[src/rtl/mul_inner_acc_if.sv]
// Port bundle for mul_inner_acc: per-cell command, bit stream and systolic
// random-number pass-through. The cell is the slave; the driver is the master.
interface mul_inner_acc_if #(
    parameter int WIDTH     = 16,
    parameter int CYCLE_LOG = WIDTH - 1
);
    // No backpressure anywhere: i_start is a one-cycle command accepted in any
    // state, and i_en marks i_bit_i valid for the cycle it is high in.
    logic                 i_start;
    logic                 i_en;
    logic                 i_bit_i;
    logic [WIDTH-2:0]     i_data_w;
    logic [WIDTH-2:0]     i_randW;
    logic [WIDTH-2:0]     o_randW;
    logic                 o_bit;
    logic [CYCLE_LOG:0]   o_cnt;
    logic                 o_done;
    logic                 o_busy;

    modport master (
        output i_start, i_en, i_bit_i, i_data_w, i_randW,
        input  o_randW, o_bit, o_cnt, o_done, o_busy
    );

    modport slave (
        input  i_start, i_en, i_bit_i, i_data_w, i_randW,
        output o_randW, o_bit, o_cnt, o_done, o_busy
    );
endinterface

[src/rtl/mul_inner_acc.sv]
// Unary-rate multiply-accumulate cell: counts product bits over 2^CYCLE_LOG
// enabled cycles. Define BIPOLAR_EN for XNOR (bipolar) products, else AND.
module mul_inner_acc #(
    parameter int WIDTH     = 16,
    parameter int CYCLE_LOG = WIDTH - 1
) (
    input  logic                 clk,
    input  logic                 rst_n,
    mul_inner_acc_if.slave       bus,
    output logic [1:0]           dbg_state_o
);

    typedef enum logic [1:0] {
        ST_IDLE = 2'd0,
        ST_RUN  = 2'd1,
        ST_DONE = 2'd2
    } state_e;

    localparam logic [CYCLE_LOG-1:0] CYC_LAST = '1;
    localparam logic [CYCLE_LOG-1:0] CYC_ONE  = CYCLE_LOG'(1);

    state_e               state_q, state_d;
    logic [WIDTH-2:0]     w_q, w_d;
    logic [WIDTH-2:0]     randw_q;
    logic [CYCLE_LOG-1:0] cyc_q, cyc_d;
    logic [CYCLE_LOG:0]   cnt_q, cnt_d;

    logic bit_w;
    logic prod_bit;
    logic mul_bit;

    // Weight-to-bit conversion uses the registered random number so that the
    // compare lines up with the value this cell forwards downstream.
    assign bit_w = (w_q > randw_q);

`ifdef BIPOLAR_EN
    assign prod_bit = ~(bus.i_bit_i ^ bit_w);
`else
    assign prod_bit = bus.i_bit_i & bit_w;
`endif

    assign mul_bit = (state_q == ST_RUN) && bus.i_en && prod_bit;

    always_comb begin
        state_d = state_q;
        w_d     = w_q;
        cyc_d   = cyc_q;
        cnt_d   = cnt_q;
        // A start restarts the window from any state, overriding a final bit.
        if (bus.i_start) begin
            state_d = ST_RUN;
            w_d     = bus.i_data_w;
            cyc_d   = '0;
            cnt_d   = '0;
        end else begin
            case (state_q)
                ST_IDLE: state_d = ST_IDLE;
                ST_RUN: begin
                    if (bus.i_en) begin
                        cnt_d = cnt_q + (CYCLE_LOG+1)'(mul_bit);
                        cyc_d = cyc_q + CYC_ONE;
                        if (cyc_q == CYC_LAST) begin
                            state_d = ST_DONE;
                        end
                    end
                end
                ST_DONE: state_d = ST_IDLE;
                default: state_d = ST_IDLE;
            endcase
        end
    end

    always_ff @(posedge clk or negedge rst_n) begin
        if (!rst_n) begin
            state_q <= ST_IDLE;
            w_q     <= '0;
            randw_q <= '0;
            cyc_q   <= '0;
            cnt_q   <= '0;
        end else begin
            state_q <= state_d;
            w_q     <= w_d;
            randw_q <= bus.i_randW;
            cyc_q   <= cyc_d;
            cnt_q   <= cnt_d;
        end
    end

    assign bus.o_randW = randw_q;
    assign bus.o_bit   = mul_bit;
    assign bus.o_cnt   = cnt_q;
    assign bus.o_done  = (state_q == ST_DONE);
    assign bus.o_busy  = (state_q == ST_RUN);
    assign dbg_state_o = state_q;

endmodule
[src/flat_wrapper.sv]
// flat-port wrapper written by rule: the top's interface ports become plain ports
module mul_inner_acc_flat 
#(
    parameter int WIDTH     = 16,
    parameter int CYCLE_LOG = WIDTH - 1
)
  (clk, rst_n, dbg_state_o, bus_i_start, bus_i_en, bus_i_bit_i, bus_i_data_w, bus_i_randW, bus_o_randW, bus_o_bit, bus_o_cnt, bus_o_done, bus_o_busy);
  mul_inner_acc_if #(.WIDTH(WIDTH), .CYCLE_LOG(CYCLE_LOG)) bus_i ();
  input  logic clk;
  input  logic rst_n;
  output logic [1:0] dbg_state_o;
  input wire logic [$bits(bus_i.i_start)-1:0] bus_i_start;
  input wire logic [$bits(bus_i.i_en)-1:0] bus_i_en;
  input wire logic [$bits(bus_i.i_bit_i)-1:0] bus_i_bit_i;
  input wire logic [$bits(bus_i.i_data_w)-1:0] bus_i_data_w;
  input wire logic [$bits(bus_i.i_randW)-1:0] bus_i_randW;
  output wire logic [$bits(bus_i.o_randW)-1:0] bus_o_randW;
  output wire logic [$bits(bus_i.o_bit)-1:0] bus_o_bit;
  output wire logic [$bits(bus_i.o_cnt)-1:0] bus_o_cnt;
  output wire logic [$bits(bus_i.o_done)-1:0] bus_o_done;
  output wire logic [$bits(bus_i.o_busy)-1:0] bus_o_busy;
  assign bus_i.i_start = bus_i_start;
  assign bus_i.i_en = bus_i_en;
  assign bus_i.i_bit_i = bus_i_bit_i;
  assign bus_i.i_data_w = bus_i_data_w;
  assign bus_i.i_randW = bus_i_randW;
  assign bus_o_randW = bus_i.o_randW;
  assign bus_o_bit = bus_i.o_bit;
  assign bus_o_cnt = bus_i.o_cnt;
  assign bus_o_done = bus_i.o_done;
  assign bus_o_busy = bus_i.o_busy;
  mul_inner_acc #(.WIDTH(WIDTH), .CYCLE_LOG(CYCLE_LOG)) u_core (.clk(clk), .rst_n(rst_n), .bus(bus_i), .dbg_state_o(dbg_state_o));
endmodule
[config.mk]
export PLATFORM = sky130hd
export DESIGN_NAME = mul_inner_acc_flat
export DESIGN_NICKNAME = d
export VERILOG_FILES = /design/src/rtl/mul_inner_acc_if.sv /design/src/rtl/mul_inner_acc.sv /design/src/flat_wrapper.sv
export SDC_FILE = /design/constraint.sdc
export NUM_CORES = 1
export LEC_CHECK = 0
export CAP_MARGIN = 20
export CORE_MARGIN = 8
export CORE_UTILIZATION = 45
export DETAILED_ROUTE_END_ITERATION = 8
export HOLD_SLACK_MARGIN = 0.02
export PLACE_DENSITY = 0.76
export SLEW_MARGIN = 25
export SYNTH_ARGS = -nofsm -noshare
export SYNTH_HDL_FRONTEND = slang
export SYNTH_SLANG_ARGS = --single-unit
[constraint.sdc]
create_clock -name clk -period 3.3 [get_ports clk]
set_input_delay 0.66 -clock clk [delete_from_list [all_inputs] [get_ports clk]]
set_output_delay 0.66 -clock clk [all_outputs]
set_load 0.03 [all_outputs]
==> impl_metrics.tcl <==
set metrics [dict create \
    place.gp.congestion 0.784 \
    cts_tree "done" \
    nets 407 \
    fillers 508 \
    dp_hpwl_um 5110 \
    synth_top_cell_by_area "dfrtp_1" \
    syn-mean-instance-area_sq_um 10.7 \
    path_buf_inv 2 \
    yosysWarnings 0 \
    htreeDepth 3 \
    start_util 0.465 \
    synthTopCellsByCount "63 x dfrtp_1, 23 x a21oi_1, 20 x inv_1, 19 x nand2_1, 19 x nor2_1" \
    clock_latency_ps 350 \
    finClkSkew_ps 9.14 \
    post-route-min-period_ps 3060 \
    cts.sinks 63 \
    worstPathArrival_ps 3330 \
    worstSetupStartpointType "flop" \
    synthDistinctLibCells 36 \
    wl_met3_um 316 \
    worstMarginPinSlew_ps 859 \
    vias_per_cell 5.33 \
    drt_iter0_drc 115 \
    ys_seq_area_frac 0.534 \
    die_w_um 97.0 \
    wl_met1_um 2930 \
    dieArea_sq_um 9400 \
    io_pins 71 \
    ys.flop_type "dfrtp_1" \
    netlist_area_sq_um 2950 \
    path_cells "inv_1, ha_1, nand2_2, nor4_4, o21ai_2, a221oi_4, ha_2, inv_1, or4_4, or4_1, a21oi_1" \
    setup_viol 0 \
    syn_nets 328 \
    crit_path_max_incr_delay_ps 520 \
    fp-row-count 29 \
    synth.ff_latch_count 63 \
    leakage_nw 1.69 \
    overflow 0 \
    holdBufCountCts 0 \
    firstDrtPassIters 4 \
    clock-root-buffer "clkbuf_8" \
    top_layer "met4" \
    ir_worst_vdd_mv 0.330 \
    async_reset_ff_frac 1.00 \
    maxCapViolations 0 \
    grt_usage 0.155 \
    outcome "finished clean" \
    drive_gt1_frac 0.153 \
    clockBufferDepth 2 \
    grt_pass1_wl_um 11800 \
    ant_nets 0 \
    grt_max_degree 40 \
    setup_tns_ps 0 \
    cpMostUsedCell "inv_1" \
    slew-limit-headroom 0.427 \
    drcViolationCount 0 \
    route.met2.wl_um 3450 \
    syn_inst 275 \
    drt_wl_total_um 6870 \
    cp.required_ps 3570 \
    portBuffers 70 \
    worstSetupPathType "flop to flop" \
    cp_max_fo 9 \
    crit_slowest_cell "or4_1" \
    hold_viol 0 \
    synth_area_leaders "dfrtp_1 53%, ha_1 7.6%, mux2_2 5.3%, a21oi_1 3.9%, xor2_1 3.0%" \
    n_antenna_cell 0 \
    power_density_nw_per_um2 426 \
    cts_made_buffers 9 \
    die_y_um 97.0 \
    slew_viol_final 0 \
    cp-end-kind "flop" \
    antenna_found_initial 0 \
    area_growth_pct 36.3 \
    num_vias 2326 \
    dp_cells 419 \
    final_cells 436 \
    cp_top_family "simple AND/OR/NAND/NOR gates" \
    post-route-period-util 0.928 \
    synth.most_common_cell "dfrtp_1" \
    grt_pass1_vias 2412 \
    synth_top_cell_area_share 0.534 \
    hold_path_class "primary input to asynchronous set/reset pin" \
    post_drt_wl_per_cell_um 15.7 \
    rsz0062_at_grt "false" \
    core_area_sq_um 6350 \
    synth-edff-count 0 \
    clk_pin_slew_ps 70 \
    r2r_slack_ps 240 \
    fmax_mhz 327 \
]
path summary, 6_finish.rpt:
kind	startpoint	to	cells after the start
worst max register to register	u_core.bus.o_randW[11]	u_core.bus.o_cnt[14]	11
worst min register to register	u_core.w_q[5]	u_core.w_q[5]	1
max in group asynchronous	rst_n	u_core.cyc_q[6]	2
worst min-delay path	rst_n	u_core.bus.o_randW[5]	1
min in group clk	u_core.w_q[5]	u_core.w_q[5]	1
worst max-delay path	u_core.bus.o_randW[11]	u_core.bus.o_cnt[14]	11
layout make-up:
class / count / area, sq um / area share
clock buffer: 13 / 149 / 0.0370
clock inverter: 3 / 42.5 / 0.0106
timing repair buffer: 75 / 738 / 0.184
inverter: 20 / 75.1 / 0.0187
tap: 77 / 96.3 / 0.0240
multi-input combinational: 185 / 1340 / 0.332
sequential: 63 / 1590 / 0.394
report_power, final:
| part | switching (W) | internal, W | total (W) |
|---|---|---|---|
| logic | 0.000114 | 0.000108 | 0.000222 |
| clock network | 0.000297 | 0.000369 | 0.000667 |
| registers | 0.0000208 | 0.000804 | 0.000824 |
layer usage:
layer,GRT usage,vias up
met1,0.178,1131
met2,0.254,53
met3,0.0448,14
met4,0.0852,0
met5,0,-
li1,-,1128
stage by stage:
stage | utilization | power, W | setup WS [ps] | hold slack [ps] | area (sq um)
floorplan | - | 0.000951 | -51.2 | 364 | 3030
global placement | 0.602 | 0.00105 | 174 | 495 | 3820
detailed placement | 0.602 | 0.00106 | 127 | 505 | 3820
CTS | 0.632 | 0.00173 | 165 | 437 | 4010
global route | 0.633 | 0.00179 | 17.5 | 475 | 4020
finish | 0.633 | 0.00171 | 238 | 420 | 4020
state kept, by name, summed over array words and instances, names as in the netlist:
| register | count |
|---|---|
| u_core.cyc_q | 15 |
| u_core.bus.o_cnt | 16 |
| u_core.bus.o_randW | 15 |
| u_core.dbg_state_o | 2 |
| u_core.w_q | 15 |
cell usage in the layout, fill, tap and decap left out, types with 4 or more instances in the layout:
cell	netlist	final
or3_1	7	7
o21ai_0	9	8
a21oi_1	23	23
buf_4	0	5
nand2_1	19	17
dfrtp_1	63	55
or4_1	5	5
mux2_2	14	14
xnor2_1	6	6
nand3_1	12	12
dfrtp_2	0	8
clkbuf_8	0	10
ha_1	18	14
nor2_1	19	19
clkdlybuf4s50_1	0	67
xor2_1	10	10
nand4_1	12	12
o21ai_1	4	4
inv_1	20	18
cell families after synthesis:
group | synth area share
buffers and inverters | 0.0373
and+or+nand+nor | 0.173
xor gates and xnor gates | 0.0475
AOI/OAI and AO/OA | 0.0742
adders and majority gates | 0.0763
muxes | 0.0573
DFF | 0.534
repair_timing:
| item | in CTS | in global routing |
|---|---|---|
| resized for setup | 0 | 1 |
| setup buffers | 0 | 1 |
| hold endpoints to repair | 0 | 0 |
| endpoints found under the setup margin | 0 | 2 |
worst register-to-register path, delay by kind of cell, from the launching register on:
kind / cells / cell delay, ps
buffers and inverters: 2 / 90
and+or+nand+nor: 4 / 1390
adders and majority gates: 2 / 550
AOI/OAI and AO/OA: 3 / 600
DFF: 1 / 360
Power figures use the tool's default switching activity.
